--- src/rtl/conv_encoder_k9.sv ---
// conv_encoder_k9: rate-1/2 K=9 feed-forward convolutional encoder with zero-tail termination.
// Optional rate-2/3 puncture mask enabled by defining CONV_ENC_PUNCTURE_EN.  Rev 1.0
`default_nettype none

module conv_encoder_k9 #(
  parameter int             K  = 9,
  parameter logic [K-1:0]   G0 = 9'o561,
  parameter logic [K-1:0]   G1 = 9'o753
) (
  input  logic       clk,
  input  logic       rst,
  input  logic       en_e,
  input  logic       i_start,
  input  logic       i_data,
  input  logic       i_data_vld,
  input  logic       i_last,
  output logic       o_data_rdy,
  output logic [1:0] o_sym,
  output logic       o_sym_vld,
  output logic [1:0] o_sym_msk,
  input  logic       i_sym_rdy,
  output logic       o_busy,
  output logic       o_done
);

  localparam int SW = K - 1;
  localparam int CW = $clog2(SW);

  typedef enum logic [1:0] {
    ST_IDLE  = 2'd0,
    ST_DATA  = 2'd1,
    ST_TAIL  = 2'd2,
    ST_DRAIN = 2'd3
  } state_t;

  state_t          state_q;
  logic [SW-1:0]   sr_q;
  logic [CW-1:0]   tail_cnt_q;
  logic [1:0]      sym_q;
  logic            sym_vld_q;
  logic            done_q;

  logic            slot_free;
  logic            load;
  logic            enc_bit;
  logic [K-1:0]    v;
  logic [1:0]      sym_d;

  // sr_q[SW-1] holds the most recent previous bit, so v lines up with the generator taps.
  assign slot_free = !sym_vld_q || i_sym_rdy;
  assign load      = en_e && slot_free &&
                     (((state_q == ST_DATA) && i_data_vld) || (state_q == ST_TAIL));
  assign enc_bit   = (state_q == ST_TAIL) ? 1'b0 : i_data;
  assign v         = {enc_bit, sr_q};
  assign sym_d     = {^(v & G1), ^(v & G0)};

  assign o_data_rdy = en_e && (state_q == ST_DATA) && slot_free;
  assign o_sym      = sym_q;
  assign o_sym_vld  = sym_vld_q;
  assign o_busy     = (state_q == ST_DATA) || (state_q == ST_TAIL);
  assign o_done     = done_q;

  always_ff @(posedge clk or negedge rst) begin
    if (!rst) begin
      state_q    <= ST_IDLE;
      sr_q       <= '0;
      tail_cnt_q <= '0;
      sym_q      <= '0;
      sym_vld_q  <= 1'b0;
      done_q     <= 1'b0;
    end else begin
      done_q <= 1'b0;
      if (en_e) begin
        if (load) begin
          sym_q     <= sym_d;
          sym_vld_q <= 1'b1;
          sr_q      <= {enc_bit, sr_q[SW-1:1]};
        end else if (i_sym_rdy) begin
          sym_vld_q <= 1'b0;
        end
        case (state_q)
          ST_IDLE: begin
            if (i_start) begin
              sr_q    <= '0;
              state_q <= ST_DATA;
            end
          end
          ST_DATA: begin
            if (load && i_last) begin
              state_q    <= ST_TAIL;
              tail_cnt_q <= '0;
            end
          end
          ST_TAIL: begin
            if (load) begin
              tail_cnt_q <= tail_cnt_q + 1'b1;
              if (tail_cnt_q == CW'(SW - 1)) state_q <= ST_DRAIN;
            end
          end
          ST_DRAIN: begin
            if (slot_free) begin
              done_q  <= 1'b1;
              sr_q    <= '0;
              state_q <= ST_IDLE;
            end
          end
          default: state_q <= ST_IDLE;
        endcase
      end
    end
  end

`ifdef CONV_ENC_PUNCTURE_EN
  logic       phase_q;
  logic [1:0] msk_q;

  // Mask travels with its symbol; phase advances on every issued symbol, tail included.
  always_ff @(posedge clk or negedge rst) begin
    if (!rst) begin
      phase_q <= 1'b0;
      msk_q   <= 2'b11;
    end else if (en_e) begin
      if ((state_q == ST_IDLE) && i_start) begin
        phase_q <= 1'b0;
      end else if (load) begin
        phase_q <= ~phase_q;
        msk_q   <= phase_q ? 2'b01 : 2'b11;
      end
    end
  end

  assign o_sym_msk = msk_q;
`else
  assign o_sym_msk = 2'b11;
`endif

endmodule

`default_nettype wire

--- config.mk ---
export PLATFORM = sky130hd
export DESIGN_NAME = conv_encoder_k9
export DESIGN_NICKNAME = d
export VERILOG_FILES = /design/src/rtl/conv_encoder_k9.sv
export SDC_FILE = /design/constraint.sdc
export NUM_CORES = 1
export LEC_CHECK = 0
export ABC_AREA = 1
export CORE_ASPECT_RATIO = 1.2
export CORE_UTILIZATION = 45
export CTS_BUF_LIST = sky130_fd_sc_hd__clkbuf_8
export DETAILED_ROUTE_END_ITERATION = 8
export PLACE_DENSITY = 0.68
export SYNTH_ARGS = -nofsm -noshare
export SYNTH_HDL_FRONTEND = slang
export SYNTH_SLANG_ARGS = --single-unit
--- constraint.sdc ---
create_clock -name clk -period 2.4 [get_ports clk]
set_input_delay 0.48 -clock clk [delete_from_list [all_inputs] [get_ports clk]]
set_output_delay 0.48 -clock clk [all_outputs]
set_load 0.05 [all_outputs]
==> results_dict.tcl, run 1 <==
set metrics [dict create \
    status "finished clean" \
    root_buffer "clkbuf_8" \
    via_count 930 \
    grt_pass1_wl_microns 3330 \
    die-height_microns 55.6 \
    first_iter_violations 14 \
    yosys.area.top_type_share_pct 39.5 \
    path_clk_slew_ns 0.06 \
    clock_skew_ns 0.00276 \
    post-route-period-util_pct 82.1 \
    place_inst 187 \
    timing.rr.start "state_q[0]$_DFFE_PN0P_" \
    fin_cells 191 \
    drive_above_1_share_pct 12.5 \
    hp-class "reg2reg" \
    grt_pass1_vias 833 \
    final_nets 175 \
    grt_overflow 0 \
    hold_buffers 0 \
    p_leak_uw 0.000705 \
    yosysUniqueCellTypes 20 \
    ant_nets 0 \
    tritoncts "yes" \
    period_needed_ns 1.97 \
    finalSetupTns_ns 0 \
    worstPathArrival_ns 1.49 \
    vias_per_cell 4.87 \
    worstHoldStart "tail_cnt_q[1]$_DFFE_PN0P_" \
    finalWirelength_microns 2040 \
    yosysSeqAreaShare_pct 39.5 \
    setup_viol 0 \
    ys_ff_latch 17 \
    power_uw 1700 \
    cts-resized-gates 0 \
    fillers 229 \
    critPathCaptureType "primary output" \
    worstPathMaxFanout 4 \
    cts_inserted_buffers 3 \
    clk_latency_ns 0.25 \
    syn_area_sq_um 1080 \
    portBuffers 13 \
    grt_setup_unrepaired "no" \
    path_class "in2out" \
    mostFrequentLayoutCell "nand2_1" \
    fmax_mhz 507 \
    startpoint_type "primary input" \
    syn_inst 144 \
    hpwl_microns 1600 \
    syn_area_per_cell_sq_um 7.48 \
    cts.path.max_buffers 2 \
    synth_warnings 0 \
    fp.dieW_microns 46.7 \
    coreArea_sq_um 2280 \
    rows 19 \
    layout_common_cells "46 x nand2_1, 19 x inv_1, 17 x dfrtp_1" \
    drc 0 \
    antenna_found_initial 0 \
    yosysTopAreaCell "dfrtp_1" \
    crit_required_ns 1.92 \
    synth_area_leaders "dfrtp_1 39%, nand2_1 16%, ha_1 7.0%" \
    io_pins 16 \
    avgRoutedWirePerCell_microns 10.7 \
    synthToLayoutAreaGrowth_pct 19.2 \
    grtUsageTotal_pct 17.9 \
    powerDensity_nw_per_um2 1330 \
    htree_num_levels 1 \
    start_util_pct 47.2 \
    whs_ns 0.487 \
    vdd_drop_max_mv 0.967 \
    max_cap_viol_count 0 \
    drt_first_pass_iters 4 \
    dieArea_sq_um 2590 \
    gp_congestion 0.755 \
    slew_violations 0 \
    startpoint "i_sym_rdy" \
    clkSinkCount 17 \
    grt_max_degree 18 \
    hold_viol 0 \
    post_cts_buffers 0 \
    num_antenna_cells 0 \
]
logic make-up after synthesis:
logic type,after synthesis,synth area share (%)
AOI/OAI and AO/OA,8,3.72
other,1,0.348
adders and majority gates,6,6.97
and+or+nand+nor,86,38.6
xor gates and xnor gates,1,0.813
buffers and inverters,25,10.1
DFF,17,39.5
registers in the layout, summed over array words and instances, names as in the netlist:
name / flops
sr_q: 8
o_sym_vld: 1
o_sym: 2
o_done: 1
tail_cnt_q: 3
state_q: 2
final timing paths:
check                                       endpoint  slack [ns]  depth (start not counted)
setup / recovery                          o_data_rdy        0.43                          6
hold / removal             tail_cnt_q[1]$_DFFE_PN0P_        0.49                          2
min in group asynchronous        sr_q[1]$_DFFE_PN0P_        0.55                          2
setup reg to reg                 sr_q[2]$_DFFE_PN0P_        0.81                          4
max in group asynchronous  tail_cnt_q[2]$_DFFE_PN0P_        1.66                          2
hold reg to reg            tail_cnt_q[1]$_DFFE_PN0P_        0.49                          2
layout make-up:
| class | instances | area [sq um] | share of cell area (%) |
|---|---|---|---|
| multi-input combinational | 103 | 547 | 42.6 |
| sequential | 17 | 425 | 33.1 |
| timing repair buffer | 14 | 145 | 11.3 |
| inverter | 22 | 82.6 | 6.43 |
| clock buffer | 3 | 41.3 | 3.22 |
| tap | 31 | 38.8 | 3.02 |
| clock inverter | 1 | 3.75 | 0.292 |
layer usage:
layer / track usage [%] / vias to the layer above / wire length [microns]
met2: 30.0 / 18 / 1060
li1: - / 476 / -
met4: 9.80 / 0 / 40
met1: 21.2 / 433 / 889
met5: 0 / - / 0
met3: 1.95 / 3 / 58
critical path, stage by stage:
cell and delay [ns]:
clkdlybuf4s50_1 0.46, inv_1 0.04, nand2_2 0.07, nand2_2 0.08
nor2_1 0.20, buf_12 0.17
through the flow:
| stage | utilization, % | area, sq um | setup slack, ns |
|---|---|---|---|
| 6_report | 56.3 | 1280 | 0.429 |
| 2_1_floorplan | - | 1080 | 0.459 |
| 5_1_grt | 56.3 | 1280 | 0.367 |
| 3_5_place_dp | 54.3 | 1240 | 0.442 |
| 3_3_place_gp | 54.3 | 1240 | 0.443 |
| 4_1_cts | 56.3 | 1280 | 0.424 |
synth_stat cells, drive strengths merged:
cell	number
buf	3
conb	1
dfrtp	17
ha	6
inv	22
nand2	51
nand3	11
nand3b	1
nand4	5
nor2	15
nor3	2
nor4	1
o21ai	8
xor2	1
power by group:
group / internal [uW] / switching [uW]
combinational: 350 / 646
clock: 114 / 98.0
sequential: 407 / 89.5
total: 871 / 834
No activity file was read; power rests on OpenSTA's default activity.
==> run 2: changes to the inputs <==
--- a/config.mk
+++ b/config.mk
@@ -10,7 +10,7 @@
 export CORE_UTILIZATION = 45
 export CTS_BUF_LIST = sky130_fd_sc_hd__clkbuf_8
 export DETAILED_ROUTE_END_ITERATION = 8
-export PLACE_DENSITY = 0.68
+export PLACE_DENSITY = 0.71
 export SYNTH_ARGS = -nofsm -noshare
 export SYNTH_HDL_FRONTEND = slang
 export SYNTH_SLANG_ARGS = --single-unit
==> constraint.sdc (replaced) <==
create_clock -name clk -period 1.8 [get_ports clk]
set_input_delay 0.36 -clock clk [delete_from_list [all_inputs] [get_ports clk]]
set_output_delay 0.36 -clock clk [all_outputs]
set_load 0.05 [all_outputs]
==> run 2 against run 1 <==
  * Cell area grew 1.3%
  * Power grew 39%
  * Die area is the same
  * Wire length grew 7.1%
  * Sequential power grew 35%
  * Setup slack lost 0.36 ns
  * Sequential share of layout area shrank 0.41 points
  * Non-clock buffer count grew 1
  * Register-to-register slack lost 0.62 ns
  * First-iteration DRC count grew 14%
  * Count of clock-buffer cells in the layout is the same
  * Critical endpoint unchanged
==> results_dict.tcl, run 2 (same netlist as run 1, synthesis figures left out) <==
set metrics [dict create \
    status "finished clean" \
    powerDensity_nw_per_um2 1820 \
    crit_required_ns 1.44 \
    finalWirelength_microns 2190 \
    clock_skew_ns 0.00361 \
    avgRoutedWirePerCell_microns 11.4 \
    hp-class "in2async" \
    startpoint_type "register" \
    fp.dieW_microns 46.7 \
    setup_viol 0 \
    hold_viol 0 \
    via_count 911 \
    reg.largest.list "sr_q x8, tail_cnt_q x3" \
    finalSetupTns_ns 0 \
    hold_buffers 0 \
    root_buffer "clkbuf_8" \
    pre_cts_ws_ns 0.111 \
    drive_above_1_share_pct 17.4 \
    max_cap_viol_count 0 \
    fin_ws_ns 0.0735 \
    io_pins 16 \
    cts_inserted_buffers 3 \
    path_clk_slew_ns 0.07 \
    largest_reg_flops 8 \
    critPathCaptureType "primary output" \
    hpwl_microns 1730 \
    clkSinkCount 17 \
    die-height_microns 55.6 \
    rows 19 \
    clk_latency_ns 0.25 \
    tritoncts "yes" \
    grt_setup_unrepaired "no" \
    grt_overflow 0 \
    worstPathArrival_ns 1.37 \
    start_util_pct 47.2 \
    slew_violations 0 \
    period_needed_ns 1.73 \
    grt_pass1_wl_microns 3690 \
    drt_first_pass_iters 5 \
    cts.path.max_buffers 2 \
    grt_pass1_vias 879 \
    dieArea_sq_um 2590 \
    mostFrequentLayoutCell "nand2_1" \
    power_uw 2360 \
    portBuffers 13 \
    num_antenna_cells 0 \
    fin_area_sq_um 1300 \
    final_nets 176 \
    htree_num_levels 1 \
    grt_max_degree 18 \
    path_class "reg2out" \
    vias_per_cell 4.74 \
    first_iter_violations 16 \
    post-route-period-util_pct 95.9 \
    antenna_found_initial 0 \
    coreArea_sq_um 2280 \
    grtUsageTotal_pct 19.5 \
    vdd_drop_max_mv 1.16 \
    largest-register "sr_q" \
    fmax_mhz 579 \
    synthToLayoutAreaGrowth_pct 20.7 \
    layout_common_cells "46 x nand2_1, 18 x inv_1, 17 x dfrtp_1" \
    post-route-util_pct 57.0 \
    placed_area_sq_um 1250 \
    worstPathMaxFanout 4 \
    ant_nets 0 \
    p_leak_uw 0.000718 \
    gp_congestion 0.805 \
    drc 0 \
    post_cts_buffers 0 \
]
run 2: cell types whose count changed in the layout (fill, tap and decap cells not counted):
cell,change
inv_1,-1
clkdlybuf4s50_1,-4
ha_1,-1
buf_4,+4
nor2_2,+1
ha_2,+1
clkinv_2,+1
nor2_1,-1
buf_12,+1
run 2: routing by layer:
metal	vias to the layer above	wire length [microns]	GRT usage [%]
met5	-	0	0
met4	0	14	7.35
met3	2	40	1.95
met2	12	1170	34.1
met1	419	963	23.5
li1	478	-	-
run 2: layout make-up:
type                       count  area [sq um]
multi-input combinational    103           552
clock buffer                   3          41.3
timing repair buffer          15           155
tap                           31          38.8
fill                         219           982
clock inverter                 1          5.00
sequential                    17           425
inverter                      22          82.6
run 2: per-stage QoR:
| stage | hold slack [ns] | std cells |
|---|---|---|
| 2_1_floorplan | 0.0644 | 145 |
| 3_3_place_gp | 0.458 | 188 |
| 3_5_place_dp | 0.469 | 188 |
| 4_1_cts | 0.446 | 192 |
| 5_1_grt | 0.458 | 192 |
| 6_report | 0.437 | 192 |
run 2: repair_timing:
item                                   4_1_cts  5_1_grt
endpoints found under the hold margin        0        0
setup endpoints to repair                    0        1
resized for setup                            0        1
run 2: power by group:
part / total [uW] / switching, uW / internal (uW)
Clock: 283 / 130 / 153
Sequential: 672 / 130 / 542
Combinational: 1410 / 885 / 523
Total: 2360 / 1140 / 1220
run 2: path summary, 6_finish.rpt:
path / end / startpoint / slack, ns / cells after the start
max in group asynchronous: state_q[1]$_DFFE_PN0P_ / rst / 1.18 / 2
setup / recovery: o_data_rdy / state_q[1]$_DFFE_PN0P_ / 0.07 / 5
setup reg to reg: state_q[0]$_DFFE_PN0P_ / state_q[0]$_DFFE_PN0P_ / 0.19 / 8
min in group clk: tail_cnt_q[1]$_DFFE_PN0P_ / tail_cnt_q[1]$_DFFE_PN0P_ / 0.48 / 2
hold reg to reg: tail_cnt_q[1]$_DFFE_PN0P_ / tail_cnt_q[1]$_DFFE_PN0P_ / 0.48 / 2
hold / removal: tail_cnt_q[0]$_DFFE_PN0P_ / rst / 0.44 / 2
run 2: critical path, stage by stage (launching register included):
cell and delay, ns:
dfrtp_1 0.42, inv_1 0.10, ha_2 0.21, inv_1 0.07, nor2_2 0.17, buf_12 0.15
